`config.mk`:
```
export PLATFORM = sky130hd
export DESIGN_NAME = envelope_gen
export DESIGN_NICKNAME = d
export VERILOG_FILES = /design/src/rtl/envelope_gen_pkg.sv /design/src/rtl/envelope_gen_tick.sv /design/src/rtl/envelope_gen.sv
export SDC_FILE = /design/constraint.sdc
export NUM_CORES = 1
export LEC_CHECK = 0
export CAP_MARGIN = 40
export CORE_UTILIZATION = 66
export DETAILED_ROUTE_END_ITERATION = 8
export DONT_BUFFER_PORTS = 1
export GPL_TIMING_DRIVEN = 0
export HOLD_SLACK_MARGIN = 0.15
export PLACE_DENSITY = 0.82
export REMOVE_ABC_BUFFERS = 1
export SLEW_MARGIN = 20
export SYNTH_ARGS = -nofsm -noshare
export SYNTH_HDL_FRONTEND = slang
export SYNTH_HIERARCHICAL = 1
export SYNTH_SLANG_ARGS = --single-unit
```
`constraint.sdc`:
```
create_clock -name clk -period 5.41 [get_ports clk]
set_clock_uncertainty 0.2 [all_clocks]
set_input_delay 0.8115 -clock clk [delete_from_list [all_inputs] [get_ports clk]]
set_output_delay 0.8115 -clock clk [all_outputs]
set_load 0.03 [all_outputs]
```
`src/rtl/envelope_gen_pkg.sv`:
```
// Shared definitions for the envelope generator: stage codes and a small
// helper used to decode the "running" status from a stage value.
package envelope_gen_pkg;

    typedef logic [2:0] stage_t;

    localparam stage_t ST_IDLE    = 3'd0;
    localparam stage_t ST_ATTACK  = 3'd1;
    localparam stage_t ST_DECAY   = 3'd2;
    localparam stage_t ST_SUSTAIN = 3'd3;
    localparam stage_t ST_RELEASE = 3'd4;

    // Any stage other than IDLE means an envelope is in progress.
    function automatic logic stage_active(input stage_t s);
        return (s != ST_IDLE);
    endfunction

endpackage

```
`src/rtl/envelope_gen_tick.sv`:
```
// Step-interval timer for the envelope generator. Emits a one-clk tick every
// (ivl+1) clocks. Clearing restarts the count so the first tick after a clear
// lands ivl+1 clocks later. The tick is ">=" rather than "==" so that a live
// reduction of ivl below the current count still fires promptly instead of
// running the counter all the way around.
module env_tick #(
    parameter int IVL_W = 32
) (
    input  logic             clk,
    input  logic             rst_n,
    input  logic [IVL_W-1:0] ivl,
    input  logic             clr,
    output logic             tick
);

    logic [IVL_W-1:0] cnt;

    assign tick = (cnt >= ivl);

    // Count up between ticks, restart on tick or on an explicit clear.
    always_ff @(posedge clk or negedge rst_n) begin
        if (!rst_n) begin
            cnt <= '0;
        end else if (clr || tick) begin
            cnt <= '0;
        end else begin
            cnt <= cnt + 1'b1;
        end
    end

endmodule

```
`src/rtl/envelope_gen.sv`:
```
// ADSR envelope generator. The gate input is synchronised and edge-detected;
// a five-stage FSM (IDLE/ATTACK/DECAY/SUSTAIN/RELEASE) steps the level by one
// on each tick of a shared interval timer whose period is selected by stage.
module envelope_gen
    import envelope_gen_pkg::*;
#(
    parameter int LEVEL_W = 7,
    parameter int IVL_W   = 32
) (
    input  logic               clk,
    input  logic               rst_n,
    input  logic               gate,
    input  logic [IVL_W-1:0]   a_ivl,
    input  logic [IVL_W-1:0]   d_ivl,
    input  logic [IVL_W-1:0]   r_ivl,
    input  logic [LEVEL_W-1:0] sus_lvl,
    input  logic               retrig,
    output logic [LEVEL_W-1:0] level,
    output logic [2:0]         stage,
    output logic               running,
    output logic               done
);

    localparam logic [LEVEL_W-1:0] LMAX    = {LEVEL_W{1'b1}};
    localparam logic [LEVEL_W-1:0] LMAX_M1 = LMAX - 1'b1;

    logic               gate_s1;
    logic               gate_s2;
    logic               gate_dly;
    logic               gate_rise;
    logic               gate_fall;

    stage_t             stage_nxt;
    logic [LEVEL_W-1:0] level_nxt;
    logic [LEVEL_W-1:0] lvl_dn;
    logic               done_nxt;

    logic [IVL_W-1:0]   act_ivl;
    logic               tick;
    logic               tick_clr;

    // Two-flop synchroniser plus one delay flop for edge detection.
    always_ff @(posedge clk or negedge rst_n) begin
        if (!rst_n) begin
            gate_s1  <= 1'b0;
            gate_s2  <= 1'b0;
            gate_dly <= 1'b0;
        end else begin
            gate_s1  <= gate;
            gate_s2  <= gate_s1;
            gate_dly <= gate_s2;
        end
    end

    assign gate_rise = gate_s2 & ~gate_dly;
    assign gate_fall = ~gate_s2 & gate_dly;
    assign lvl_dn    = level - 1'b1;

    // Pick the step interval belonging to the current stage.
    always_comb begin
        act_ivl = '0;
        case (stage)
            ST_ATTACK:  act_ivl = a_ivl;
            ST_DECAY:   act_ivl = d_ivl;
            ST_RELEASE: act_ivl = r_ivl;
            default:    act_ivl = '0;
        endcase
    end

    // Every stage entry (including re-entering ATTACK) restarts the timer.
    assign tick_clr = gate_rise | (stage_nxt != stage);

    env_tick #(
        .IVL_W (IVL_W)
    ) u_tick (
        .clk   (clk),
        .rst_n (rst_n),
        .ivl   (act_ivl),
        .clr   (tick_clr),
        .tick  (tick)
    );

    // Next-state logic: gate rise beats everything, gate fall beats a tick.
    always_comb begin
        stage_nxt = stage;
        level_nxt = level;
        done_nxt  = 1'b0;
        if (gate_rise) begin
            stage_nxt = ST_ATTACK;
            level_nxt = retrig ? level : '0;
        end else begin
            case (stage)
                ST_IDLE: begin
                    stage_nxt = ST_IDLE;
                end
                ST_ATTACK: begin
                    if (gate_fall) begin
                        stage_nxt = ST_RELEASE;
                    end else if (tick) begin
                        if (level >= LMAX_M1) begin
                            level_nxt = LMAX;
                            stage_nxt = ST_DECAY;
                        end else begin
                            level_nxt = level + 1'b1;
                        end
                    end
                end
                ST_DECAY: begin
                    if (gate_fall) begin
                        stage_nxt = ST_RELEASE;
                    end else if (sus_lvl >= level) begin
                        stage_nxt = ST_SUSTAIN;
                    end else if (tick) begin
                        level_nxt = lvl_dn;
                        if (lvl_dn == sus_lvl) begin
                            if (sus_lvl == '0) begin
                                stage_nxt = ST_IDLE;
                                done_nxt  = 1'b1;
                            end else begin
                                stage_nxt = ST_SUSTAIN;
                            end
                        end
                    end
                end
                ST_SUSTAIN: begin
                    if (gate_fall) begin
                        stage_nxt = ST_RELEASE;
                    end else begin
                        level_nxt = sus_lvl;
                    end
                end
                ST_RELEASE: begin
                    if (level == '0) begin
                        stage_nxt = ST_IDLE;
                        done_nxt  = 1'b1;
                    end else if (tick) begin
                        level_nxt = lvl_dn;
                        if (lvl_dn == '0) begin
                            stage_nxt = ST_IDLE;
                            done_nxt  = 1'b1;
                        end
                    end
                end
                default: begin
                    stage_nxt = ST_IDLE;
                    level_nxt = '0;
                end
            endcase
        end
    end

    // Stage, level and the one-clk done pulse are all registered.
    always_ff @(posedge clk or negedge rst_n) begin
        if (!rst_n) begin
            stage <= ST_IDLE;
            level <= '0;
            done  <= 1'b0;
        end else begin
            stage <= stage_nxt;
            level <= level_nxt;
            done  <= done_nxt;
        end
    end

    assign running = stage_active(stage);

endmodule

```
# Word level (Yosys, flattened, before mapping)
# Cells that the tools add are included.
# word_totals
regBits,46
latchBits,0
ram_bits,0
mem_bits_ro,0
inputBits,107
output_inout_bits,12
n_memories,0
# classes
n_addsub,3
n_mul,0
div,0
magnitude_cmp,3
n_eq_ne,14
shift,0
muxes,37
bitwise,5
n_reduce_logical,7
# op_table
operator,count
$pmux 32 s3,1
$mux 7,10
$mux 3,12
$pmux 7 s5,1
$add 32x1->32 const B,1
$ge 32x32->1,1
$mux 32,1
$logic_not 7->1,3
$ne 3x3->1 const B,5
$pmux 3 s4,1
$mux 1,9
$reduce_and 8->1,1
$add 7x1->7 const B,1
$eq 7x7->1,1
$ge 7x7->1,1
$ge 7x7->1 const B,1
$sub 7x1->7 const B,1
$eq 3x2->1 const B,2
$ne 2x2->1 const B,2
$eq 3x1->1 const B,1
$eq 3x3->1 const B,1
$logic_not 3->1,1
$ne 3x2->1 const B,1
$ne 3x3->1,1
7 further kinds,9

# Depth between registers and ports, before layout
# depth
word_depth,12
ltp_mapped,21
mapped_depth_nobuf,19

# Cells and area by module
# The synthesis kept the hierarchy.
# by_module_without_submodules
module,instances,cells_per_inst,area_per_inst_um2,seq_area_each_um2
env_tick,1,279,2698.8,800.8
envelope_gen,1,299,2082.0,350.3

# Worst setup path before layout
# OpenSTA, ideal clock, no wires.
# synth_path
path_kind,reg2reg
from,reg stage[2]
to,reg u_tick.cnt[10]
setup_ns,0.080
arrival_ns,4.596
path_slack_ns,0.533
path_stages_with_launch,21
n_path_buf,4
period_less_slack_ns,4.877
path_cell_list,dfrtp_1 -> clkbuf_1 -> nor2b_1 -> clkbuf_1 -> clkbuf_1 -> a22oi_1 -> o21ai_0 -> ha_1 -> nand2b_4 -> a2111oi_4 -> nor4b_1 -> o311a_4 -> nand4b_1 -> or4b_1 -> nor3_2 -> and4bb_2 -> a2111oi_0 -> o21ai_0 -> nand4b_1 -> buf_4 -> nor3_2
# synth_between
elab_chain_cells,12
elab_cells_between_ends,23
# synth_lines
item,line_no,rtl
start: declaration,envelope_gen.sv:19,"output logic [2:0] stage,"
start signal: assignment,envelope_gen.sv:159,stage <= stage_nxt;
"$eq 3x3->1, or another cell as far along",envelope_gen.sv:62,case (stage)
$pmux 32 s3 (*),envelope_gen.sv:62,
named net act_ivl[0],envelope_gen.sv:38,logic [IVL_W-1:0] act_ivl;
$ge 32x32->1 (*),envelope_gen_tick.sv:18,assign tick = (cnt >= ivl);
named net tick,envelope_gen.sv:39,logic tick;
$mux 3,envelope_gen.sv:113,end else if (tick) begin
$mux 3,envelope_gen.sv:111,end else if (sus_lvl >= level) begin
$mux 3,envelope_gen.sv:109,if (gate_fall) begin
$pmux 3 s4 (*),envelope_gen.sv:92,case (stage)
$mux 3 (*),envelope_gen.sv:88,if (gate_rise) begin
$ne 3x3->1 (*),envelope_gen.sv:71,assign tick_clr = gate_rise | (stage_nxt != stage);
$or 1x1->1 (*),envelope_gen.sv:71,
named net tick_clr,envelope_gen.sv:40,logic tick_clr;
$logic_or 1x1->1 (*),envelope_gen_tick.sv:24,end else if (clr || tick) begin
$mux 32 (*),envelope_gen_tick.sv:24,
end signal: assignment,envelope_gen_tick.sv:27,cnt <= cnt + 1'b1;
end: declaration,envelope_gen_tick.sv:16,logic [IVL_W-1:0] cnt;
# The timed path passes the listed nets; every way through them passes the cells marked *.
# A chain may end at the register's enable or synchronous reset.

# Final worst setup path
# layout_path
from,reg stage[1]
to,reg u_tick.cnt[15]
# Same word-level chain as after synthesis.

==> qor.yml <==
global_route:
  grt_pass1_wl_um: 19910
  antenna_found_initial: 0
  grt_max_degree: 47
  first_global_vias: 4079
  overflow: 0
  track_usage_pct: 34.01
timing:
  report.final.slew_viol_count: 0
  hold_ws_ps: 213.7
  worst_pin_slew_ps: 946.6
  setup_violations: 0
  fin_ws_ps: 181.8
  min_period_ps: 5228
  hold_violations: 0
  setup-tns-final_ps: 0
  slew_headroom_pct: 36.89
  fmax_ghz: 0.1913
  fin_crit_sh_pct: 96.64
logic_synthesis:
  synth_top_area_cell: "dfrtp_1"
  ys_warn_count: 6
  synth_enable_flop_cells: 0
  seq_area_frac_synth_pct: 24.08
  yosysTopAreaCellShare_pct: 24.08
  synth_top_cells_by_area: "dfrtp_1 24%, ha_1 12%, xnor2_1 6.8%"
  ys_seq_elements: 46
  synthFlopType: "dfrtp_1"
  syn_inst: 578
  async_reset_ff_share_pct: 100.0
  post_synth.cell_area_avg_um2: 8.271
  synthDistinctLibCells: 60
  synth_area_mm2: 0.004781
drt:
  final_antenna_net_count: 0
  finalWirelength_um: 13200
  met1_length_um: 5511
  viasPerCell: 6.684
  drt_iter0_markers: 404
  routed-wl-met2_um: 6173
  via_count: 4592
  highest_layer: "met4"
  wl_per_cell_um: 19.22
  first_pass_iters: 5
  drc_errors: 0
  wl_met3_um: 1180
setup_path:
  cp-end-kind: "flop"
  cp_slowest_cell: "dfrtp_4"
  path_class: "flop to flop"
  crit_chain: "nor2b_4, buf_16, a22oi_1, o21ai_0, ha_1, nand2b_4, a2111oi_4, nor4b_4, o311a_4, nand4b_1, buf_4, and2_1, nand3_1, a22oi_1, a2111oi_2, o21ai_1, nand4b_1, buf_4, buf_6, nor3_2"
  cpPeakStageDelay_ps: 660
  crit_required_ps: 5440
  crit_fanout: 27
  worstPathArrival_ps: 5260
  crit_path_start_kind: "flop"
min_path:
  min_path_type: "flop to flop"
clocking:
  clock-sinks: 46
  root_buffer: "clkbuf_8"
  cts_tree: "done"
  htreeDepth: 2
  clkSlewWorstSetupHoldPaths_ps: 90
  clk_latency_ps: 310
  clockBufferDepth: 2
  cts_made_buffers: 5
placement:
  place_ws_ps: -1420
  dpl.hpwl_um: 8915
  io_buffers: 0
  place.gp.congestion: 0.9626
  placed_cell_area_mm2: 0.004846
power:
  ir_worst_vdd_mv: 0.3001
  power.density_mw_per_mm2: 298.9
  total_leakage_power_uw: 0.002157
final_layout:
  utilization_pct: 77.50
  finalNetCount: 742
  drive_gt1_share_pct: 17.26
  insertedDiodeCount: 0
  synthToLayoutAreaGrowth_pct: 11.96
  final_area_mm2: 0.005353
job:
  maxCapViolCount: 0
floorplanning:
  fp.dieW_um: 87.11
  initial_utilization_pct: 69.22
  num_io_pins: 119
  die_h_um: 87.11
  die_area_mm2: 0.007588
  core_mm2: 0.006907
  row_count: 30
run_status:
  outcome: "finished, final reports clean"
-- timing repair --
action / CTS / global route
gates resized for setup: 12 / 6
setup endpoints to repair: 43 / 34
hold buffers: 2 / 0
cloned: 4 / 0
hold endpoints to repair: 46 / 0
pin swaps: 3 / 3
buffers inserted: 12 / 12
-- through the flow --
stage	power (uW)	cells
2_1_floorplan	1014	547
3_3_place_gp	1144	643
3_5_place_dp	1198	648
4_1_cts	1533	674
5_1_grt	1693	687
6_report	1600	687
-- cells by family (layout without fill, tap and decap cells) --
kind of cell / after synthesis / after routing / share of synthesized area (%)
flip-flops: 46 / 46 / 24.08
adder cells (fa/ha/maj): 45 / 45 / 11.78
buffers and inverters: 81 / 90 / 7.720
AND/OR/NAND/NOR: 221 / 224 / 28.03
multiplexers: 2 / 2 / 0.4449
XOR/XNOR: 45 / 45 / 9.212
AO/OA/AOI/OAI: 138 / 139 / 18.74
-- synth_stat cells (6+ instances only) --
cell and instances:
a21oi_1 23, a22oi_1 33, buf_6 7, clkbuf_1 20, dfrtp_1 46, ha_1 45
inv_1 49, nand2_1 64, nand3_1 17, nand4_1 14, nor2_1 27, nor2b_1 6
nor3_1 14, nor3_2 32, nor4_1 12, o21ai_0 56, xnor2_1 37
-- state kept, by name (all words and copies together) (netlist names) --
signal and cells:
done 1, gate_dly 1, gate_s1 1, gate_s2 1, level 7, stage 3, u_tick/cnt 32
-- critical path: cells and delay by family (launching register included) --
kind	cells	cell delay (ps)
adder cells (fa/ha/maj)	1	250
buffers and inverters	4	780
flip-flops	1	660
AO/OA/AOI/OAI	7	1690
AND/OR/NAND/NOR	8	1540
-- layer usage --
metal	vias up	global-route usage, %
li1	2118	-
met1	2164	46.53
met2	274	56.26
met3	36	4.360
met4	0	10.58
met5	-	0
-- layout by cell type (no fill, tap or decap), types with 4 or more instances in the layout --
master,netlist,layout
buf_4,3,16
nand4_1,14,14
a21oi_1,23,23
nor3_1,14,14
a22oi_1,33,33
nor2_1,27,26
xnor2_1,37,37
buf_12,0,5
ha_1,45,45
xor2_1,5,5
nand3_1,17,17
nor2b_1,6,4
clkbuf_8,0,6
o31ai_1,4,4
o21ai_0,56,55
nand2b_1,4,4
nand2_1,64,63
nor4_1,12,11
dfrtp_1,46,43
nor3_2,32,32
inv_1,49,49
-- path summary, 6_finish.rpt --
| path | from | to | slack (ps) | depth (start not counted) |
|---|---|---|---|---|
| setup / recovery | stage[1] | u_tick/cnt[15] | 180 | 20 |
| hold / removal | gate_s1 | gate_s2 | 210 | 0 |
| setup reg to reg | stage[1] | u_tick/cnt[15] | 180 | 20 |
| hold reg to reg | gate_s1 | gate_s2 | 210 | 0 |
| max in group asynchronous | rst_n | level[2] | 3980 | 2 |
| min in group asynchronous | rst_n | stage[0] | 800 | 2 |
-- final cells by class --
type                       instances  area (um^2)
fill                             510         1554
clock buffer                       7        86.33
multi-input combinational        455         3381
clock inverter                     1        30.03
inverter                          50        188.9
timing repair buffer              32        384.1
sequential                        46         1162
tap                               96        120.1
-- power breakdown --
part	internal, uW	total, uW	switching (uW)
combinational	365	834	468
sequential	374	494	120
clock	151	273	122
total	890	1600	710
(Power assumes the default switching activity.)
